File: config.mk
export PLATFORM = sky130hd
export DESIGN_NAME = pwr_dn_seq
export DESIGN_NICKNAME = d
export VERILOG_FILES = /design/src/rtl/pwr_dn_seq.sv
export SDC_FILE = /design/constraint.sdc
export NUM_CORES = 1
export LEC_CHECK = 0
export ABC_AREA = 0
export CAP_MARGIN = 20
export CORE_ASPECT_RATIO = 1.4
export CORE_UTILIZATION = 27
export CTS_CLUSTER_SIZE = 16
export DETAILED_ROUTE_END_ITERATION = 10
export GPL_TIMING_DRIVEN = 0
export PLACE_DENSITY_LB_ADDON = 0.3
export RECOVER_POWER = 100
export SYNTH_ARGS = -nofsm -noshare
export SYNTH_HDL_FRONTEND = slang
export SYNTH_SLANG_ARGS = --single-unit
File: constraint.sdc
create_clock -name iClk -period 2.64 [get_ports iClk]
set_input_delay 0.792 -clock iClk [delete_from_list [all_inputs] [get_ports iClk]]
set_output_delay 0.792 -clock iClk [all_outputs]
set_load 0.005 [all_outputs]
File: src/rtl/pwr_dn_seq.sv
// ---------------------------------------------------------------------------
// pwr_dn_seq
// Ordered power-down sequencer for the node rails. On an orderly request the
// rails are removed in reverse bring-up order (host PERST, NODEx, devices,
// AUX fan) and each monitored PWRGD is given a bounded time to fall. A fault
// request bypasses the ordering and drops every gate in one cycle.
//
// Build option: define PWR_DN_FAN_KEEP_EN to keep the AUX fan rail enabled
// after an orderly power-down (the sequence skips ST_FAN_OFF). A fault still
// drops the fan gate.
// ---------------------------------------------------------------------------
module pwr_dn_seq #(
  parameter logic [15:0] PERST_DLY_MS = 16'd10,
  parameter logic [15:0] DEV_DLY_MS   = 16'd20,
  parameter logic [15:0] PGOOD_TMO_MS = 16'd150
) (
  input  logic       iClk,
  input  logic       iRst_n,
  input  logic       iTick_1ms,
  input  logic       iPWRDN_REQ,
  input  logic       iFAULT_REQ,
  input  logic       iPWRGD_P12V_Nodex,
  input  logic       iPWRGD_P12V_AUX_FAN,
  output logic       oHost_PERST_N,
  output logic       oNODEX_EN_GATE,
  output logic       oDEV_EN_GATE,
  output logic       oFAN_EN_GATE,
  output logic       oBusy,
  output logic       oDone,
  output logic       oNODEX_DN_FLT,
  output logic       oFAN_DN_FLT,
  output logic [3:0] oDBG_PWRDN_FSM
);

  localparam logic [3:0] ST_IDLE      = 4'h0;
  localparam logic [3:0] ST_PERST     = 4'h1;
  localparam logic [3:0] ST_NODEX_OFF = 4'h2;
  localparam logic [3:0] ST_DEV_OFF   = 4'h3;
  localparam logic [3:0] ST_FAN_OFF   = 4'h4;
  localparam logic [3:0] ST_DONE      = 4'h5;
  localparam logic [3:0] ST_FAULT     = 4'hF;

  logic [3:0]  r_state;
  logic [15:0] r_cnt;
  logic        r_perst_n;
  logic        r_nodex_gate;
  logic        r_dev_gate;
  logic        r_fan_gate;
  logic        r_busy;
  logic        r_done;
  logic        r_nodex_flt;

  logic [3:0]  w_nxt_state;
  logic        w_nxt_nodex_flt;
  logic        w_state_chg;
  logic        w_nxt_perst_n;
  logic        w_nxt_nodex_gate;
  logic        w_nxt_dev_gate;
  logic        w_nxt_fan_gate;
  logic        w_nxt_busy;
  logic        w_nxt_done;

`ifndef PWR_DN_FAN_KEEP_EN
  logic        r_fan_flt;
  logic        w_nxt_fan_flt;
`else
  // The fan PWRGD is not monitored when the fan rail is kept alive.
  logic        w_unused_fan_pwrgd;
  assign w_unused_fan_pwrgd = iPWRGD_P12V_AUX_FAN;
`endif

  // Next-state and sticky flag decision; fault pre-empts everything but itself.
  always_comb begin
    // NOTE: every signal assigned here gets a default first so no path leaves
    // it unassigned, which would otherwise infer a latch.
    w_nxt_state     = r_state;
    w_nxt_nodex_flt = r_nodex_flt;
`ifndef PWR_DN_FAN_KEEP_EN
    w_nxt_fan_flt   = r_fan_flt;
`endif
    if (iFAULT_REQ && (r_state != ST_FAULT)) begin
      w_nxt_state = ST_FAULT;
    end else begin
      case (r_state)
        ST_IDLE: begin
          if (iPWRDN_REQ) begin
            w_nxt_state     = ST_PERST;
            w_nxt_nodex_flt = 1'b0;
`ifndef PWR_DN_FAN_KEEP_EN
            w_nxt_fan_flt   = 1'b0;
`endif
          end
        end
        ST_PERST: begin
          if (r_cnt >= PERST_DLY_MS) w_nxt_state = ST_NODEX_OFF;
        end
        ST_NODEX_OFF: begin
          // PWRGD having fallen wins over a coincident timeout.
          if (!iPWRGD_P12V_Nodex) begin
            w_nxt_state = ST_DEV_OFF;
          end else if (r_cnt >= PGOOD_TMO_MS) begin
            w_nxt_state     = ST_DEV_OFF;
            w_nxt_nodex_flt = 1'b1;
          end
        end
        ST_DEV_OFF: begin
`ifndef PWR_DN_FAN_KEEP_EN
          if (r_cnt >= DEV_DLY_MS) w_nxt_state = ST_FAN_OFF;
`else
          if (r_cnt >= DEV_DLY_MS) w_nxt_state = ST_DONE;
`endif
        end
`ifndef PWR_DN_FAN_KEEP_EN
        ST_FAN_OFF: begin
          if (!iPWRGD_P12V_AUX_FAN) begin
            w_nxt_state = ST_DONE;
          end else if (r_cnt >= PGOOD_TMO_MS) begin
            w_nxt_state   = ST_DONE;
            w_nxt_fan_flt = 1'b1;
          end
        end
`endif
        ST_DONE: begin
          if (!iPWRDN_REQ) w_nxt_state = ST_IDLE;
        end
        ST_FAULT: begin
          if (!iFAULT_REQ && !iPWRDN_REQ) w_nxt_state = ST_IDLE;
        end
        default: w_nxt_state = ST_IDLE;
      endcase
    end
  end

  // Output decode from the next state, so registered outputs change on the
  // same edge as the state. Gates fall progressively and stay low to ST_IDLE.
  always_comb begin
    w_nxt_perst_n    = (w_nxt_state == ST_IDLE);
    w_nxt_nodex_gate = (w_nxt_state == ST_IDLE) || (w_nxt_state == ST_PERST);
    w_nxt_dev_gate   = w_nxt_nodex_gate || (w_nxt_state == ST_NODEX_OFF);
`ifndef PWR_DN_FAN_KEEP_EN
    w_nxt_fan_gate   = w_nxt_dev_gate || (w_nxt_state == ST_DEV_OFF);
`else
    w_nxt_fan_gate   = (w_nxt_state != ST_FAULT);
`endif
    w_nxt_busy       = (w_nxt_state >= ST_PERST) && (w_nxt_state <= ST_FAN_OFF);
    w_nxt_done       = (w_nxt_state == ST_DONE);
  end

  assign w_state_chg = (w_nxt_state != r_state);

  // State, dwell counter and registered outputs.
  always_ff @(posedge iClk or negedge iRst_n) begin
    if (!iRst_n) begin
      r_state      <= ST_IDLE;
      r_cnt        <= 16'd0;
      r_perst_n    <= 1'b1;
      r_nodex_gate <= 1'b1;
      r_dev_gate   <= 1'b1;
      r_fan_gate   <= 1'b1;
      r_busy       <= 1'b0;
      r_done       <= 1'b0;
      r_nodex_flt  <= 1'b0;
    end else begin
      // NOTE: non-blocking assignments so every register samples the values
      // from before this edge, independent of statement order.
      r_state      <= w_nxt_state;
      r_perst_n    <= w_nxt_perst_n;
      r_nodex_gate <= w_nxt_nodex_gate;
      r_dev_gate   <= w_nxt_dev_gate;
      r_fan_gate   <= w_nxt_fan_gate;
      r_busy       <= w_nxt_busy;
      r_done       <= w_nxt_done;
      r_nodex_flt  <= w_nxt_nodex_flt;
      // A tick landing on a state change is dropped: the new state starts at 0.
      if (w_state_chg) begin
        r_cnt <= 16'd0;
      end else if (iTick_1ms && (r_cnt != 16'hFFFF)) begin
        r_cnt <= r_cnt + 16'd1;
      end
    end
  end

`ifndef PWR_DN_FAN_KEEP_EN
  // Sticky fan power-down fault flag.
  always_ff @(posedge iClk or negedge iRst_n) begin
    if (!iRst_n) r_fan_flt <= 1'b0;
    else         r_fan_flt <= w_nxt_fan_flt;
  end
  assign oFAN_DN_FLT = r_fan_flt;
`else
  assign oFAN_DN_FLT = 1'b0;
`endif

  assign oHost_PERST_N  = r_perst_n;
  assign oNODEX_EN_GATE = r_nodex_gate;
  assign oDEV_EN_GATE   = r_dev_gate;
  assign oFAN_EN_GATE   = r_fan_gate;
  assign oBusy          = r_busy;
  assign oDone          = r_done;
  assign oNODEX_DN_FLT  = r_nodex_flt;
  assign oDBG_PWRDN_FSM = r_state;

endmodule

# --- Word level (Yosys, flattened, before mapping) ---
# Index checks and enable logic that the tools add are counted.
word_totals:
  register_bits: 28
  latchBits: 0
  mem_bits_rw: 0
  romBits: 0
  input_bits: 7
  output_inout_bits: 12
  word_cells: 70
  memories: 0
op_classes:
  addsub: 1
  multipliers: 0
  div: 0
  n_lt_le_gt_ge: 5
  n_eq_ne: 18
  n_shift: 0
  muxes: 19
  bitwise_logic: 1
  reduce_logical: 16
op_table:
  columns: ["operator", "n"]
  rows:
  - ["2-to-1 mux 4 bit", 10]
  - ["2-to-1 mux 16 bit", 2]
  - ["case mux 4 bit (7 select lines)", 1]
  - ["adder 16 x 1 -> 16 bit, second input constant", 1]
  - ["== test 4 x 2 -> 1 bit, second input constant", 4]
  - [">= comparator 16 x 4 -> 1 bit, second input constant", 1]
  - [">= comparator 16 x 5 -> 1 bit, second input constant", 1]
  - [">= comparator 16 x 8 -> 1 bit, second input constant", 1]
  - ["inequality test 16 bit, second input constant", 1]
  - ["== test 4 x 3 -> 1 bit, second input constant", 3]
  - ["inequality test 2 bit, second input constant", 5]
  - ["AND reduction 5 bit", 2]
  - ["== test 4 x 1 -> 1 bit, second input constant", 2]
  - ["zero test 4 bit", 2]
  - ["nonzero test 2 bit", 3]
  - ["== test 4 bit, second input constant", 1]
  - [">= comparator 4 x 1 -> 1 bit, second input constant", 1]
  - ["less-or-equal comparator 4 x 3 -> 1 bit, second input constant", 1]
  - ["logical AND 1 bit", 4]
  - ["2-to-1 mux 1 bit", 4]
  - ["inequality test 4 bit", 1]
  - ["inequality test 4 bit, second input constant", 1]
  - ["case mux 1 bit (2 select lines)", 2]
  - ["logical OR 1 bit", 3]
  - ["2 further kinds", 3]

# --- Depth between registers and ports, before layout ---
# Gate-level depths: netlist of the first run.
logic_depth:
  word_depth: 9
  ltp_mapped: 10
  ltp_nobuf: 8

# --- Least setup slack after synthesis of the first run ---
# OpenSTA, ideal clock, no wires.
synth_path:
  path_kind: "input port to flip-flop"
  from: "input port iFAULT_REQ"
  to: "register r_cnt[15]"
  setup_time_ns: 0.080
  arrival_time_ns: 2.202
  required_time_ns: 2.560
  setup_slack_ns: 0.358
  cell_stages: 10
  n_path_buf: 2
  cell_sequence: "clkbuf_1 -> o211ai_1 -> o32ai_1 -> a21oi_2 -> and2b_2 -> inv_4 -> xnor2_4 -> nand3_4 -> buf_6 -> nor3_2"
synth_between:
  elab_chain_cells: 7
  elab_cells_between_ends: 9
  cone_classes: "eq/ne: 1; mux: 4; reduce/logical: 4"
synth_rtl:
  columns: ["item", "line", "rtl"]
  rows:
  - ["start, declared", "21", "input logic iFAULT_REQ,"]
  - ["zero test 1 bit", "127", "if (!iFAULT_REQ && !iPWRDN_REQ) w_nxt_state = ST_IDLE;"]
  - ["logical AND 1 bit", "127", null]
  - ["2-to-1 mux 4 bit", "127", null]
  - ["case mux 4 bit (7 select lines)", "84", "case (r_state)"]
  - ["2-to-1 mux 4 bit (*)", "81", "if (iFAULT_REQ && (r_state != ST_FAULT)) begin"]
  - ["via w_nxt_state[2]", "53", "logic [3:0] w_nxt_state;"]
  - ["inequality test 4 bit (*)", "149", "assign w_state_chg = (w_nxt_state != r_state);"]
  - ["2-to-1 mux 16 bit / nonzero test 2 bit (equally long branches)", null, null]
  - ["end signal, assigned", "178", "r_cnt <= r_cnt + 16'd1;"]
  - ["end, declared", "44", "logic [15:0] r_cnt;"]
# Mark *: on every way through the listed nets, which the timed path passes. The rest lies on a longest branch.
# A chain may end at the register's enable or synchronous reset.

# --- Worst setup path in the final report of the first run ---
layout_path:
  from: "input port iPWRDN_REQ"
  to: "register r_cnt[5]"
layout_between:
  elab_chain_cells: 7
  elab_cells_between_ends: 10
  cone_classes: "eq/ne: 1; mux: 6; reduce/logical: 3"
layout_rtl:
  columns: ["item", "line", "rtl"]
  rows:
  - ["start, declared", "20", "input logic iPWRDN_REQ,"]
  - ["zero test 1 bit", "127", null]
  - ["logical AND 1 bit", "127", null]
  - ["2-to-1 mux 4 bit", "127", null]
  - ["case mux 4 bit (7 select lines) (*)", "84", null]
  - ["2-to-1 mux 4 bit (*)", "81", null]
  - ["via w_nxt_state[2]", "53", null]
  - ["inequality test 4 bit (*)", "149", null]
  - ["2-to-1 mux 16 bit / nonzero test 2 bit (equally long branches)", null, null]
# Marks and branches as above.

==> impl_metrics.tcl, run 1 <==
set metrics [dict create \
    power.static_leakage_nw 0.792 \
    grt_pass1_vias 1355 \
    netlist_area_um2 1810 \
    io_pins 19 \
    post_cts_buffers 0 \
    die_h_um 98.9 \
    dp_cells 270 \
    worstMarginPinSlew_ns 0.837 \
    synth_edf_count 0 \
    worstSetupPathType "in -> reg" \
    peakVddDrop_uv 269 \
    synth_area_leaders "dfrtp_1 33%, dfstp_2 5.8%, xnor2_1 5.8%, nor3_2 5.5%, nor2_1 3.7%" \
    cts_buffers 3 \
    vias_per_cell 5.01 \
    ant_nets 0 \
    post_cts_resize_count 1 \
    h-tree-depth 1 \
    syn_area_per_cell_um2 10.1 \
    insertion_delay_ns 0.27 \
    synth_cell_type_count 50 \
    port_buffers 17 \
    routabilityCongestion 0.812 \
    die_width_um 71.2 \
    grt_setup_unrepaired "false" \
    yosysSeqAreaShare_pct 39.0 \
    end_kind "register" \
    drt-initial-drc-count 35 \
    cp_data_required_time_ns 2.83 \
    row_count 34 \
    synth_ff_type "dfrtp_1" \
    drv_cap 0 \
    dpl.hpwl_um 2840 \
    status "finished with violations" \
    slew_violations 0 \
    gr-max-usage-layer "met2" \
    drt_pass1_iterations 7 \
    fin_crit_sh_pct 91.5 \
    synth_top_area_cell "dfrtp_1" \
    grt_pass1_wl_um 6420 \
    synth-seq-cells 28 \
    arrival_ns 2.61 \
    wl_per_cell_um 13.6 \
    diodes 0 \
    gr-usage-all-layers_pct 11.5 \
    initial_core_util_pct 28.6 \
    hold_buffers 0 \
    yosysTopAreaCellShare_pct 33.2 \
    slew_headroom_pct 44.2 \
    drc_errors 2 \
    clock_skew_ns 0.00515 \
    worst_setup_path_start_kind "input port" \
    hp-class "reg -> reg" \
    async_reset_ff_share_pct 100 \
    fmax_mhz 414 \
    hold_viol 0 \
    synth_cells 180 \
    antenna_found_initial 0 \
    core_area_um2 6340 \
    root_buffer "clkbuf_8" \
    clock_sinks 28 \
    cts_tree "done" \
    cts_max_path_buffers 2 \
    top_register "r_cnt" \
    grt.overflow.total 0 \
    finalSetupViolCount 0 \
    period_needed_ns 2.42 \
    syn2layout_area_growth_pct 15.9 \
    syn_nets 189 \
    vias 1372 \
    largest_reg_flops 16 \
    globalRouteMet3Util_pct 1.84 \
    ys_warn_count 0 \
    holdWs_ns 0.564 \
    met2_usage_pct 20.7 \
    use_met1_pct 13.9 \
    clk_pin_slew_ns 0.10 \
    grt_max_degree 17 \
    nNetsFinal 212 \
    cp_max_fo 10 \
    nFillCells 675 \
    routed_wl_um 3730 \
    final_cells 274 \
    die_area_um2 7040 \
    violations "DRC" \
    power_density_nw_per_um2 484 \
    drive_gt1_share_pct 15.3 \
]
-- per-stage QoR --
stage	area (um^2)	setup TNS, ns	worst slack (ns)	power [mW]	utilization [%]
2_1_floorplan	1810	0	0.358	0.623	-
3_3_place_gp	2070	-4.25	-0.336	0.709	32.7
3_5_place_dp	2100	-4.61	-0.347	0.712	33.1
4_1_cts	2170	0	0.223	1.06	34.2
5_1_grt	2100	0	0.124	1.08	33.1
6_report	2100	0	0.224	1.01	33.1
-- per-layer routing --
layer / share of wire (%) / vias up
met2: 52 / 17
met5: 0 / -
li1: - / 696
met1: 45 / 657
met4: 0.67 / 0
met3: 2.1 / 2
-- power breakdown --
part	internal (mW)	leakage (nW)	switching (mW)
Sequential	0.449	0.364	0.00900
Combinational	0.0909	0.392	0.127
Clock	0.203	0.0357	0.135
Total	0.743	0.792	0.272
-- placed cells by master, fill, tap and decap left out, types with 2 or more instances in the layout --
cell type         n
a31oi_1           3
ha_1              2
nand4_1           8
a41o_1            2
dfrtp_1          24
nor4_4            2
and2_1            4
dlygate4sd3_1    13
xnor2_1          12
nor3_2            3
a21oi_1           8
clkbuf_8          3
and4_1            2
nor2_1           18
inv_1             7
o21ai_0           4
dfstp_2           4
clkdlybuf4s50_1   3
nand2b_1          4
a31o_2            2
nand2_1          10
xor2_1            2
buf_6             2
clkbuf_1          4
nand3_1           6
buf_2             4
nor3_1           18
o211ai_1          2
-- Yosys cell counts (all sizes together) (2+ instances only) --
cell    count
dfrtp      24
nor3       21
nor2       18
xnor2      13
nand2      10
nand4       9
a21oi       8
inv         8
nand3       7
buf         6
and2        4
dfstp       4
nand2b      4
o21ai       4
a31oi       3
clkbuf      3
nor4        3
xor2        3
a31o        2
a41o        2
and4        2
ha          2
o211ai      2
-- cell type report --
cell class	instances	area, um^2	area share, %
flip-flops and latches	28	706	33.6
multi-input cells	135	972	46.3
inverters	8	32.5	1.55
clock inverters	1	30.0	1.43
well taps	72	90.1	4.29
plain buffers	9	53.8	2.56
repair buffers	18	173	8.23
clock buffers	3	41.3	1.97
-- cells by family after synthesis --
| family | after synthesis | share of synthesized area (%) |
|---|---|---|
| adders and majority gates | 2 | 1.38 |
| xor gates and xnor gates | 16 | 9.81 |
| AOI/OAI and AO/OA | 31 | 13.9 |
| muxes | 1 | 0.553 |
| buffers and inverters | 17 | 4.77 |
| and+or+nand+nor | 85 | 30.6 |
| DFF | 28 | 39.0 |
-- worst max-delay path: stages --
cell,delay [ns]
dlygate4sd2_1,0.34
nor2b_1,0.07
o32ai_1,0.32
a21oi_1,0.14
and2b_1,0.22
inv_4,0.11
xnor2_4,0.13
nand3_4,0.13
buf_6,0.18
nor3_1,0.17
-- path summary, 6_finish.rpt --
| check | to | slack, ns | from | cells after the start |
|---|---|---|---|---|
| max reg2reg | r_cnt[5]$_DFFE_PN0P_ | 0.35 | r_cnt[8]$_DFFE_PN0P_ | 9 |
| min reg2reg | oNODEX_DN_FLT$_DFFE_PN0P_ | 0.56 | oNODEX_DN_FLT$_DFFE_PN0P_ | 2 |
| max in group asynchronous | r_cnt[0]$_DFFE_PN0P_ | 0.52 | iRst_n | 2 |
| max | r_cnt[5]$_DFFE_PN0P_ | 0.22 | iPWRDN_REQ | 10 |
| min in group asynchronous | oBusy$_DFF_PN0_ | 0.96 | iRst_n | 1 |
| min | oNODEX_DN_FLT$_DFFE_PN0P_ | 0.56 | oNODEX_DN_FLT$_DFFE_PN0P_ | 2 |
No activity file was read; power rests on OpenSTA's default activity.
==> run 2, diff against run 1 <==
- CAP_MARGIN: 20 -> not set
- SLEW_MARGIN: not set -> 20
==> impl_metrics.tcl, run 2 (synthesized netlist as in run 1, its figures left out) <==
set metrics [dict create \
    wl_per_cell_um 13.5 \
    final_cell_mix "24 x dfrtp_1, 18 x nor3_1, 18 x nor2_1" \
    multi_input_area_um2 972 \
    grt.overflow.total 0 \
    crit_chain "dlygate4sd2_1 -> nor2b_1 -> o32ai_1 -> a21oi_1 -> and2b_1 -> inv_4 -> xnor2_4 -> nand3_4 -> buf_6 -> nor3_1" \
    dp_cells 269 \
    cp_data_required_time_ns 2.83 \
    io_pins 19 \
    period_needed_ns 2.41 \
    largest_reg_flops 16 \
    peakVddDrop_uv 275 \
    cts_tree "done" \
    final_common_cell "dfrtp_1" \
    crit_path_top_delay_cell "dlygate4sd2_1" \
    drt-initial-drc-count 52 \
    gr-usage-all-layers_pct 11.6 \
    path_delay_family "buffers and inverters" \
    antenna_found_initial 0 \
    clk_pin_slew_ns 0.10 \
    vias 1358 \
    die_width_um 71.2 \
    port_buffers 17 \
    slew_violations 28 \
    worstMarginPinSlew_ns 1.51 \
    hold_buffers 0 \
    clock_skew_ns 0.00451 \
    fin_crit_sh_pct 91.3 \
    die_area_um2 7040 \
    fmax_mhz 415 \
    grt_setup_unrepaired "false" \
    routed_wl_um 3680 \
    worstSetupPathType "in -> reg" \
    hold_viol 0 \
    arrival_ns 2.60 \
    end_kind "register" \
    nFillCells 680 \
    power.static_leakage_nw 0.788 \
    fin_util_pct 32.9 \
    grt_pass1_wl_um 6490 \
    initial_core_util_pct 28.6 \
    h-tree-depth 1 \
    clock_sinks 28 \
    top_register "r_cnt" \
    root_buffer "clkbuf_8" \
    slowest_delay_ns 0.33 \
    hp-class "reg -> reg" \
    dpl.hpwl_um 2740 \
    cts_max_path_buffers 2 \
    core_area_um2 6340 \
    violations "DRC, capacitance limit, slew limit" \
    power_mw 1.01 \
    power_density_nw_per_um2 485 \
    worst_setup_path_start_kind "input port" \
    worst-path-buf-inv 3 \
    grt_max_degree 29 \
    drv_cap 1 \
    ant_nets 0 \
    grt_pass1_vias 1375 \
    diodes 0 \
    final_cells 273 \
    row_count 34 \
    final-seq-area_um2 706 \
    status "finished with violations" \
    vias_per_cell 4.97 \
    routabilityCongestion 0.812 \
    die_h_um 98.9 \
    slew_headroom_pct -0.392 \
    insertion_delay_ns 0.27 \
    syn2layout_area_growth_pct 15.3 \
    drt_pass1_iterations 7 \
    nNetsFinal 211 \
    drc_errors 2 \
    cts_buffers 3 \
    finalSetupViolCount 0 \
    drive_gt1_share_pct 15.4 \
    cp_max_fo 10 \
]
-- run 2: cell count changes in the layout (fill, tap and decap cells not counted), sizes merged --
cell         delta
dlygate4sd3     -1
-- run 2: worst paths after layout --
path,from,to,slack (ns),depth (start not counted)
max,iPWRDN_REQ,r_cnt[5]$_DFFE_PN0P_,0.23,10
min,oNODEX_DN_FLT$_DFFE_PN0P_,oNODEX_DN_FLT$_DFFE_PN0P_,0.56,2
max reg2reg,r_cnt[8]$_DFFE_PN0P_,r_cnt[5]$_DFFE_PN0P_,0.34,9
min reg2reg,oNODEX_DN_FLT$_DFFE_PN0P_,oNODEX_DN_FLT$_DFFE_PN0P_,0.56,2
max in group asynchronous,iRst_n,r_cnt[0]$_DFFE_PN0P_,0.90,1
min in group asynchronous,iRst_n,oDone$_DFF_PN0_,0.86,1
-- run 2: worst min-delay path: cells and delay by family (launching register included) --
kind | cells | cell delay [ns]
DFF | 1 | 0.38
and+or+nand+nor | 1 | 0.10
AOI/OAI and AO/OA | 1 | 0.05
-- run 2: per-stage QoR --
step                      hold WS (ns)  setup TNS (ns)  setup WS, ns  cell area [um^2]
after floorplan                  0.496               0         0.358              1810
after global placement           0.547           -4.25        -0.336              2070
after detailed placement         0.558           -4.32        -0.331              2070
after CTS                        0.556               0         0.229              2140
after global routing             0.619               0         0.119              2090
final                            0.564               0         0.231              2090
-- run 2: power breakdown --
part | switching [mW] | internal [mW]
clock | 0.135 | 0.203
sequential | 0.00913 | 0.449
combinational | 0.127 | 0.0898
total | 0.271 | 0.742
-- run 2: routing by layer --
layer | vias up | track usage (%) | share of wire [%]
met5 | - | 0 | 0
met3 | 2 | 1.84 | 2.2
li1 | 693 | - | -
met4 | 0 | 3.23 | 0.79
met1 | 644 | 14.1 | 45
met2 | 19 | 21.0 | 52
-- run 2: cell type report --
cell class | count | share of cell area (%)
Multi-Input combinational cell | 135 | 46.6
Sequential cell | 28 | 33.8
Timing Repair Buffer | 17 | 7.79
Tap cell | 72 | 4.31
Buffer | 9 | 2.58
Clock buffer | 3 | 1.98
Inverter | 8 | 1.56
Clock inverter | 1 | 1.44
-- run 2: timing repair --
action / 4_1_cts / 5_1_grt
setup buffers: 0 / 0
gates resized for setup: 1 / 0
endpoints found under the setup margin: 9 / 0
